--- src/rtl/mem_shim_pkg.sv ---
// Shared types and helpers for the byte-serial memory shim: FSM state encoding,
// derived-width helpers and field offsets into the flattened per-channel buses.
package mem_shim_pkg;

  typedef enum logic [1:0] {
    IDLE = 2'd0,
    XFER = 2'd1,
    DONE = 2'd2
  } state_t;

  // Width of a byte-count field able to hold 0..max_bytes.
  function automatic int len_w_of(input int max_bytes);
    return $clog2(max_bytes + 1);
  endfunction

  // Width of a channel index; a single channel still needs one bit.
  function automatic int ch_w_of(input int nch);
    return (nch > 1) ? $clog2(nch) : 1;
  endfunction

  // LSB position of channel ch's field in a bus packing NCH fields of width w.
  function automatic int fld_lo(input int ch, input int w);
    return ch * w;
  endfunction

endpackage

--- src/rtl/rr_arbiter.sv ---
// Round-robin arbiter: combinational one-hot grant to the first requester at or
// after a registered pointer; the pointer loads ptr when advance is high.
module rr_arbiter
  import mem_shim_pkg::*;
#(
  parameter int NCH = 2,
  localparam int CH_W = ch_w_of(NCH)
) (
  input  logic            clk,
  input  logic            reset,
  input  logic [NCH-1:0]  req,
  input  logic [CH_W-1:0] ptr,
  input  logic            advance,
  output logic [NCH-1:0]  gnt
);

  logic [CH_W-1:0] ptr_q;

  always_ff @(posedge clk) begin
    if (reset) begin
      ptr_q <= '0;
    end else if (advance) begin
      ptr_q <= ptr;
    end
  end

  // Scan from the farthest offset down so the nearest requester wins.
  always_comb begin
    gnt = '0;
    for (int o = NCH - 1; o >= 0; o--) begin
      if (req[(int'(ptr_q) + o) % NCH]) begin
        gnt = '0;
        gnt[(int'(ptr_q) + o) % NCH] = 1'b1;
      end
    end
  end

endmodule

--- src/rtl/mem_shim_arbiter.sv ---
// Byte-serial memory shim: NCH requesters share one 8-bit RAM/IO bus under
// round-robin arbitration. Optional counters enabled by `MEM_SHIM_STATS_EN.
module mem_shim_arbiter
  import mem_shim_pkg::*;
#(
  parameter int NCH       = 2,
  parameter int ADDR_W    = 32,
  parameter int MAX_BYTES = 6,
  parameter int RD_LAT    = 1,
  localparam int LEN_W    = len_w_of(MAX_BYTES)
) (
  input  logic                       clk,
  input  logic                       reset,
  input  logic [NCH-1:0]             req,
  input  logic [NCH-1:0]             write,
  input  logic [NCH*LEN_W-1:0]       len,
  input  logic [NCH*ADDR_W-1:0]      addr,
  input  logic [NCH*MAX_BYTES*8-1:0] wdata,
  output logic [NCH*MAX_BYTES*8-1:0] rdata,
  output logic [NCH-1:0]             done,
  output logic [NCH-1:0]             grant,
  output logic                       ram_use,
  output logic                       ram_read,
  output logic                       ram_write,
  output logic [ADDR_W-1:0]          ram_addr,
  output logic [7:0]                 ram_wdata,
  input  logic [7:0]                 ram_rdata
`ifdef MEM_SHIM_STATS_EN
  ,
  output logic [31:0]                stat_busy,
  output logic [NCH*16-1:0]          stat_xfers
`endif
);

  localparam int CH_W  = ch_w_of(NCH);
  localparam int LAT_W = (RD_LAT > 1) ? $clog2(RD_LAT) : 1;

  state_t                 state_q, state_d;
  logic [CH_W-1:0]        owner_q;
  logic [LEN_W-1:0]       idx_q;
  logic [LAT_W-1:0]       lat_q;
  logic                   wr_q;
  logic [LEN_W-1:0]       len_q;
  logic [ADDR_W-1:0]      base_q;
  logic [MAX_BYTES*8-1:0] wd_q;

  logic [NCH-1:0]         gnt;
  logic [CH_W-1:0]        gnt_ch;
  logic [CH_W-1:0]        ptr_next;
  logic                   sel_write;
  logic [LEN_W-1:0]       sel_len;
  logic [LEN_W-1:0]       len_eff;
  logic [ADDR_W-1:0]      sel_addr;
  logic [MAX_BYTES*8-1:0] sel_wdata;
  logic                   lat_last;
  logic                   step;
  logic                   byte_last;

  assign ptr_next = CH_W'((int'(owner_q) + 1) % NCH);

  rr_arbiter #(
    .NCH (NCH)
  ) u_rr (
    .clk     (clk),
    .reset   (reset),
    .req     (req),
    .ptr     (ptr_next),
    .advance (state_q == DONE),
    .gnt     (gnt)
  );

  always_comb begin
    gnt_ch = '0;
    for (int c = 0; c < NCH; c++) begin
      if (gnt[c]) gnt_ch = CH_W'(c);
    end
  end

  assign sel_write = write[gnt_ch];
  assign sel_len   = len[fld_lo(int'(gnt_ch), LEN_W) +: LEN_W];
  assign sel_addr  = addr[fld_lo(int'(gnt_ch), ADDR_W) +: ADDR_W];
  assign sel_wdata = wdata[fld_lo(int'(gnt_ch), MAX_BYTES*8) +: MAX_BYTES*8];

  // A zero length still moves one byte; oversize requests are clipped.
  assign len_eff = (sel_len == '0) ? LEN_W'(1) :
                   (sel_len > LEN_W'(MAX_BYTES)) ? LEN_W'(MAX_BYTES) : sel_len;

  // Writes advance every cycle; reads wait out the RAM latency per byte.
  assign lat_last  = (lat_q == LAT_W'(RD_LAT - 1));
  assign step      = wr_q | lat_last;
  assign byte_last = (idx_q == len_q - LEN_W'(1));

  always_comb begin
    state_d = state_q;
    case (state_q)
      IDLE:    if (|req) state_d = XFER;
      XFER:    if (step && byte_last) state_d = DONE;
      DONE:    state_d = IDLE;
      default: state_d = IDLE;
    endcase
  end

  always_comb begin
    grant     = '0;
    done      = '0;
    ram_use   = 1'b0;
    ram_read  = 1'b0;
    ram_write = 1'b0;
    ram_addr  = '0;
    ram_wdata = 8'h00;
    for (int c = 0; c < NCH; c++) begin
      grant[c] = (state_q == XFER) && (owner_q == CH_W'(c));
      done[c]  = (state_q == DONE) && (owner_q == CH_W'(c));
    end
    if (state_q == XFER) begin
      ram_use   = 1'b1;
      ram_read  = ~wr_q;
      ram_write = wr_q;
      ram_addr  = base_q + ADDR_W'(idx_q);
      ram_wdata = wr_q ? wd_q[int'(idx_q)*8 +: 8] : 8'h00;
    end
  end

  // ---- control registers and read-data capture ----
  always_ff @(posedge clk) begin
    if (reset) begin
      state_q <= IDLE;
      owner_q <= '0;
      idx_q   <= '0;
      lat_q   <= '0;
      rdata   <= '0;
    end else begin
      state_q <= state_d;
      case (state_q)
        IDLE: begin
          if (|req) begin
            owner_q <= gnt_ch;
            idx_q   <= '0;
            lat_q   <= '0;
            if (!sel_write) begin
              for (int k = 0; k < MAX_BYTES; k++) begin
                if (LEN_W'(k) >= len_eff)
                  rdata[(int'(gnt_ch)*MAX_BYTES + k)*8 +: 8] <= 8'h00;
              end
            end
          end
        end
        XFER: begin
          if (!wr_q && lat_last)
            rdata[(int'(owner_q)*MAX_BYTES + int'(idx_q))*8 +: 8] <= ram_rdata;
          if (step) begin
            idx_q <= idx_q + LEN_W'(1);
            lat_q <= '0;
          end else begin
            lat_q <= lat_q + LAT_W'(1);
          end
        end
        default: ;
      endcase
    end
  end

  // ---- transfer descriptor latched at grant ----
  always_ff @(posedge clk) begin
    if (state_q == IDLE && (|req)) begin
      wr_q   <= sel_write;
      len_q  <= len_eff;
      base_q <= sel_addr;
      wd_q   <= sel_wdata;
    end
  end

`ifdef MEM_SHIM_STATS_EN
  // Saturating activity counters.
  always_ff @(posedge clk) begin
    if (reset) begin
      stat_busy  <= '0;
      stat_xfers <= '0;
    end else begin
      if (state_q != IDLE && stat_busy != 32'hFFFF_FFFF)
        stat_busy <= stat_busy + 32'd1;
      for (int c = 0; c < NCH; c++) begin
        if (done[c] && stat_xfers[c*16 +: 16] != 16'hFFFF)
          stat_xfers[c*16 +: 16] <= stat_xfers[c*16 +: 16] + 16'd1;
      end
    end
  end
`else
  // Statistics counters are not built in this configuration.
`endif

endmodule

--- config.mk ---
export PLATFORM = sky130hd
export DESIGN_NAME = mem_shim_arbiter
export DESIGN_NICKNAME = d
export VERILOG_FILES = /design/src/rtl/mem_shim_pkg.sv /design/src/rtl/rr_arbiter.sv /design/src/rtl/mem_shim_arbiter.sv
export SDC_FILE = /design/constraint.sdc
export NUM_CORES = 1
export LEC_CHECK = 0
export CORE_ASPECT_RATIO = 2
export CORE_MARGIN = 2
export CORE_UTILIZATION = 50
export CTS_CLUSTER_DIAMETER = 30
export DETAILED_ROUTE_END_ITERATION = 6
export DONT_BUFFER_PORTS = 1
export PLACE_DENSITY = 0.68
export SYNTH_ARGS = -nofsm -noshare
export SYNTH_HDL_FRONTEND = slang
export SYNTH_SLANG_ARGS = --single-unit
--- constraint.sdc ---
create_clock -name clk -period 6.9 [get_ports clk]
set_input_delay 1.035 -clock clk [delete_from_list [all_inputs] [get_ports clk]]
set_output_delay 1.035 -clock clk [all_outputs]
set_load 0.1 [all_outputs]
==> impl_metrics.py <==
metrics = {
    "synthesis": {
        "synth.area.mux_share": 0.0417,
        "synth_enable_flop_cells": 84,
        "synth_area_leaders": "edfxtp_1 (27%), dfxtp_1 (23%), nand2_1 (12%)",
        "netlist_area_um2": 9180,
        "synthAdderAreaFrac": 0.0153,
        "synth.distinct_cells": 67,
        "synth_top_cell_area_share": 0.275,
        "synth_most_common_cell": "nand2_1",
        "synth_xor_area_frac": 0.0324,
        "synth_top_family_by_area": "simple AND/OR/NAND/NOR gates",
        "synth_compound_area_frac": 0.117,
        "yosys.area.top_type": "edfxtp_1",
        "yosysSeqAreaShare": 0.502,
        "synth-seq-cells": 188,
        "yosysWarnings": 0,
        "syn_inst": 1026,
        "synth_async_sr_flop_share": 0,
        "syn-num-nets": 1216,
        "avgSynthCellArea_um2": 8.95,
        "synth_simple_gate_area_frac": 0.260,
        "synthTopCellsByCount": "nand2_1 (295), dfxtp_1 (104), nor2_1 (85), edfxtp_1 (84), a21oi_1 (58)",
        "ys.flop_type": "dfxtp_1",
    },
    "clock_tree": {
        "post_cts_buffers": 0,
        "htreeDepth": 4,
        "post_cts_resized": 0,
        "clock_tree.root_cell": "clkbuf_16",
        "postCtsHoldBufs": 0,
        "cts.sinks": 188,
        "cts_tree": "built",
        "cts_buffer_depth": 2,
        "path_clk_slew_ns": 0.06,
        "clk-insertion-delay-late_ns": 0.42,
        "numCtsBuffers": 17,
    },
    "pwr": {
        "powerDensity_nw_per_um2": 287,
        "p_total_w": 0.00287,
        "power.leakage_nw": 3.75,
        "ir_drop_mv": 0.147,
    },
    "critical_path": {
        "start_kind": "register",
        "crit_slowest_cell": "dfxtp_2",
        "reg2reg_from": "idx_q[0]$_SDFFE_PP0P_",
        "path_buf_inv": 0,
        "cpPeakStageDelay_ns": 0.95,
        "worstPathCellList": "ha_1 > a211o_1 > o211a_1 > nand4_1 > or4_1 > a21oi_2",
        "path_delay_family": "compound AO/OA/AOI/OAI gates",
        "regToRegEndpoint": "rdata[27]$_SDFFE_PP0P_",
        "critPathKind": "register to output pin",
        "cp.arrival_ns": 3.87,
        "reg2reg_depth": 6,
        "critPathRequiredTime_ns": 5.86,
        "endpoint_kind": "output pin",
        "r2r_setup_slack_ns": 3.05,
        "path_max_fanout": 41,
    },
    "routing": {
        "wl_per_cell_um": 20.5,
        "remaining_drc_errors": 0,
        "firstDrtPassIters": 5,
        "vias_per_cell": 6.01,
        "drt_iter0_drc": 235,
        "vias": 7327,
        "ant_nets": 0,
        "totalWireLength_um": 25000,
    },
    "die": {
        "core_area_um2": 18100,
        "dieArea_um2": 19500,
        "io_pins": 323,
        "initial_core_util": 0.506,
        "die_h_um": 196,
        "die_x_um": 99.8,
        "num_rows": 70,
    },
    "grt": {
        "grt_max_degree": 91,
        "grt_pass1_vias": 6950,
        "grtUsageTotal": 0.251,
        "grt_first_pass_wirelength_um": 37900,
        "antenna_found_initial": 0,
        "grt-ovfl-total": 0,
    },
    "worst_hold_path": {
        "hold-path-cell-count": 2,
        "hold_class": "register to register",
        "hold_start": "lat_q$_SDFFE_PP0P_",
        "hold_end": "lat_q$_SDFFE_PP0P_",
    },
    "final_layout": {
        "area_growth_syn_to_layout_pct": 8.91,
        "seq_area_um2": 4610,
        "diodes": 0,
        "drive_gt1_frac": 0.114,
        "fill_cells": 1675,
        "multi_input_area_um2": 4410,
        "layout.nets": 1181,
    },
    "timing": {
        "fin_setup_tns_ns": 0,
        "max_freq_mhz": 204,
        "relSlewSlack": 0.188,
        "rsz0062_at_grt": "false",
        "report.final.hold_viol_count": 0,
        "fin_crit_ns": 4.90,
        "drv_slew": 0,
        "finalCritPeriodShare": 0.711,
        "setup_violations": 0,
        "clock_skew_ns": 0.0111,
        "worstMarginPinSlew_ns": 1.22,
    },
    "placement": {
        "io_buffers": 0,
        "dpl.hpwl_um": 18800,
        "gp_congestion": 0.879,
    },
    "run_status": {
        "status": "complete, no violations",
    },
    "run": {
        "maxCapViolations": 0,
    },
}
[worst reg2reg max path, cell delays in order, from the launching register on]
cell and delay, ns:
dfxtp_2 0.95, inv_1 0.25, ha_1 0.73, nor3b_1 0.48, nand3_1 0.20, nor4bb_1 0.95
a22o_1 0.24
[metrics by stage]
stage | instances | hold WS (ns) | worst slack (ns) | instance area (µm²) | util
floorplan | 1026 | 0.449 | 0.311 | 9180 | -
global placement | 1188 | 0.473 | 2.43 | 9410 | 0.519
detailed placement | 1188 | 0.475 | 2.37 | 9410 | 0.519
CTS | 1219 | 0.488 | 1.91 | 10000 | 0.551
global route | 1219 | 0.526 | 1.70 | 10000 | 0.551
finish | 1219 | 0.482 | 2.00 | 10000 | 0.551
[report_power, final]
part | internal (W) | total [W] | switching (W)
sequential | 0.00126 | 0.00132 | 0.0000612
combinational | 0.000125 | 0.000578 | 0.000453
clock | 0.000551 | 0.000975 | 0.000424
[logic make-up (layout without fill, tap and decap cells)]
| family | after synthesis | after routing |
|---|---|---|
| AOI/OAI and AO/OA | 159 | 159 |
| muxes | 27 | 27 |
| buffers and inverters | 75 | 52 |
| adders and majority gates | 10 | 10 |
| and+or+nand+nor | 533 | 533 |
| DFF | 188 | 188 |
| xor gates and xnor gates | 34 | 34 |
[how the worst max path moves through the flow]
stage,startpoint,to,slack (ns),cells after the start
after CTS,idx_q[0]$_SDFFE_PP0P_,ram_addr[31],1.91,6
final,idx_q[0]$_SDFFE_PP0P_,ram_addr[31],2.00,6
after global placement,idx_q[0]$_SDFFE_PP0P_,ram_addr[31],2.43,6
after global routing,idx_q[0]$_SDFFE_PP0P_,ram_addr[31],1.70,6
after detailed placement,idx_q[0]$_SDFFE_PP0P_,ram_addr[31],2.37,6
after floorplan,req[1],rdata[72]$_SDFFE_PP0P_,0.31,6
[flip-flops by register name, indices dropped and copies added, names as in the netlist, named ones only]
| signal | count |
|---|---|
| rdata | 95 |
| wd_q | 48 |
| base_q | 32 |
| idx_q | 3 |
| len_q | 3 |
| state_q | 2 |
| lat_q | 1 |
| owner_q | 1 |
| u_rr.ptr_q | 1 |
| wr_q | 1 |
[layout by cell type, fill, tap and decap left out, types with 3 or more instances in the layout]
cell type / n
inv_1: 14
nand2b_1: 8
xor2_1: 16
xnor2_1: 18
nor4_1: 3
mux2_2: 10
nand4_1: 31
clkbuf_16: 18
o21ai_0: 24
a22o_1: 31
or4_1: 4
nand2_1: 294
ha_1: 8
nor2_1: 45
edfxtp_1: 84
nand4b_1: 3
a21o_1: 3
a21oi_2: 3
or2_2: 3
and2_1: 19
nand3_1: 45
mux2i_1: 9
buf_4: 6
nor3_1: 13
dfxtp_1: 103
and4_1: 5
nor2_2: 39
clkinv_4: 3
a21oi_1: 56
a22oi_1: 18
mux4_2: 8
[per-layer routing]
metal	global-route usage	vias to the layer above	part of all wire
met1	0.249	3447	0.34
met4	0.128	0	0.047
met3	0.0580	67	0.062
met5	0	-	0
li1	-	3510	-
met2	0.473	303	0.55
[area by class of cell]
type                            count  share of cell area
Clock buffer                       20              0.0468
Clock inverter                     11              0.0120
Inverter                           14             0.00526
Multi-Input combinational cell    763               0.441
Sequential cell                   188               0.461
Tap cell                          216              0.0270
Timing Repair Buffer                7             0.00726
Power figures use the tool's default switching activity.
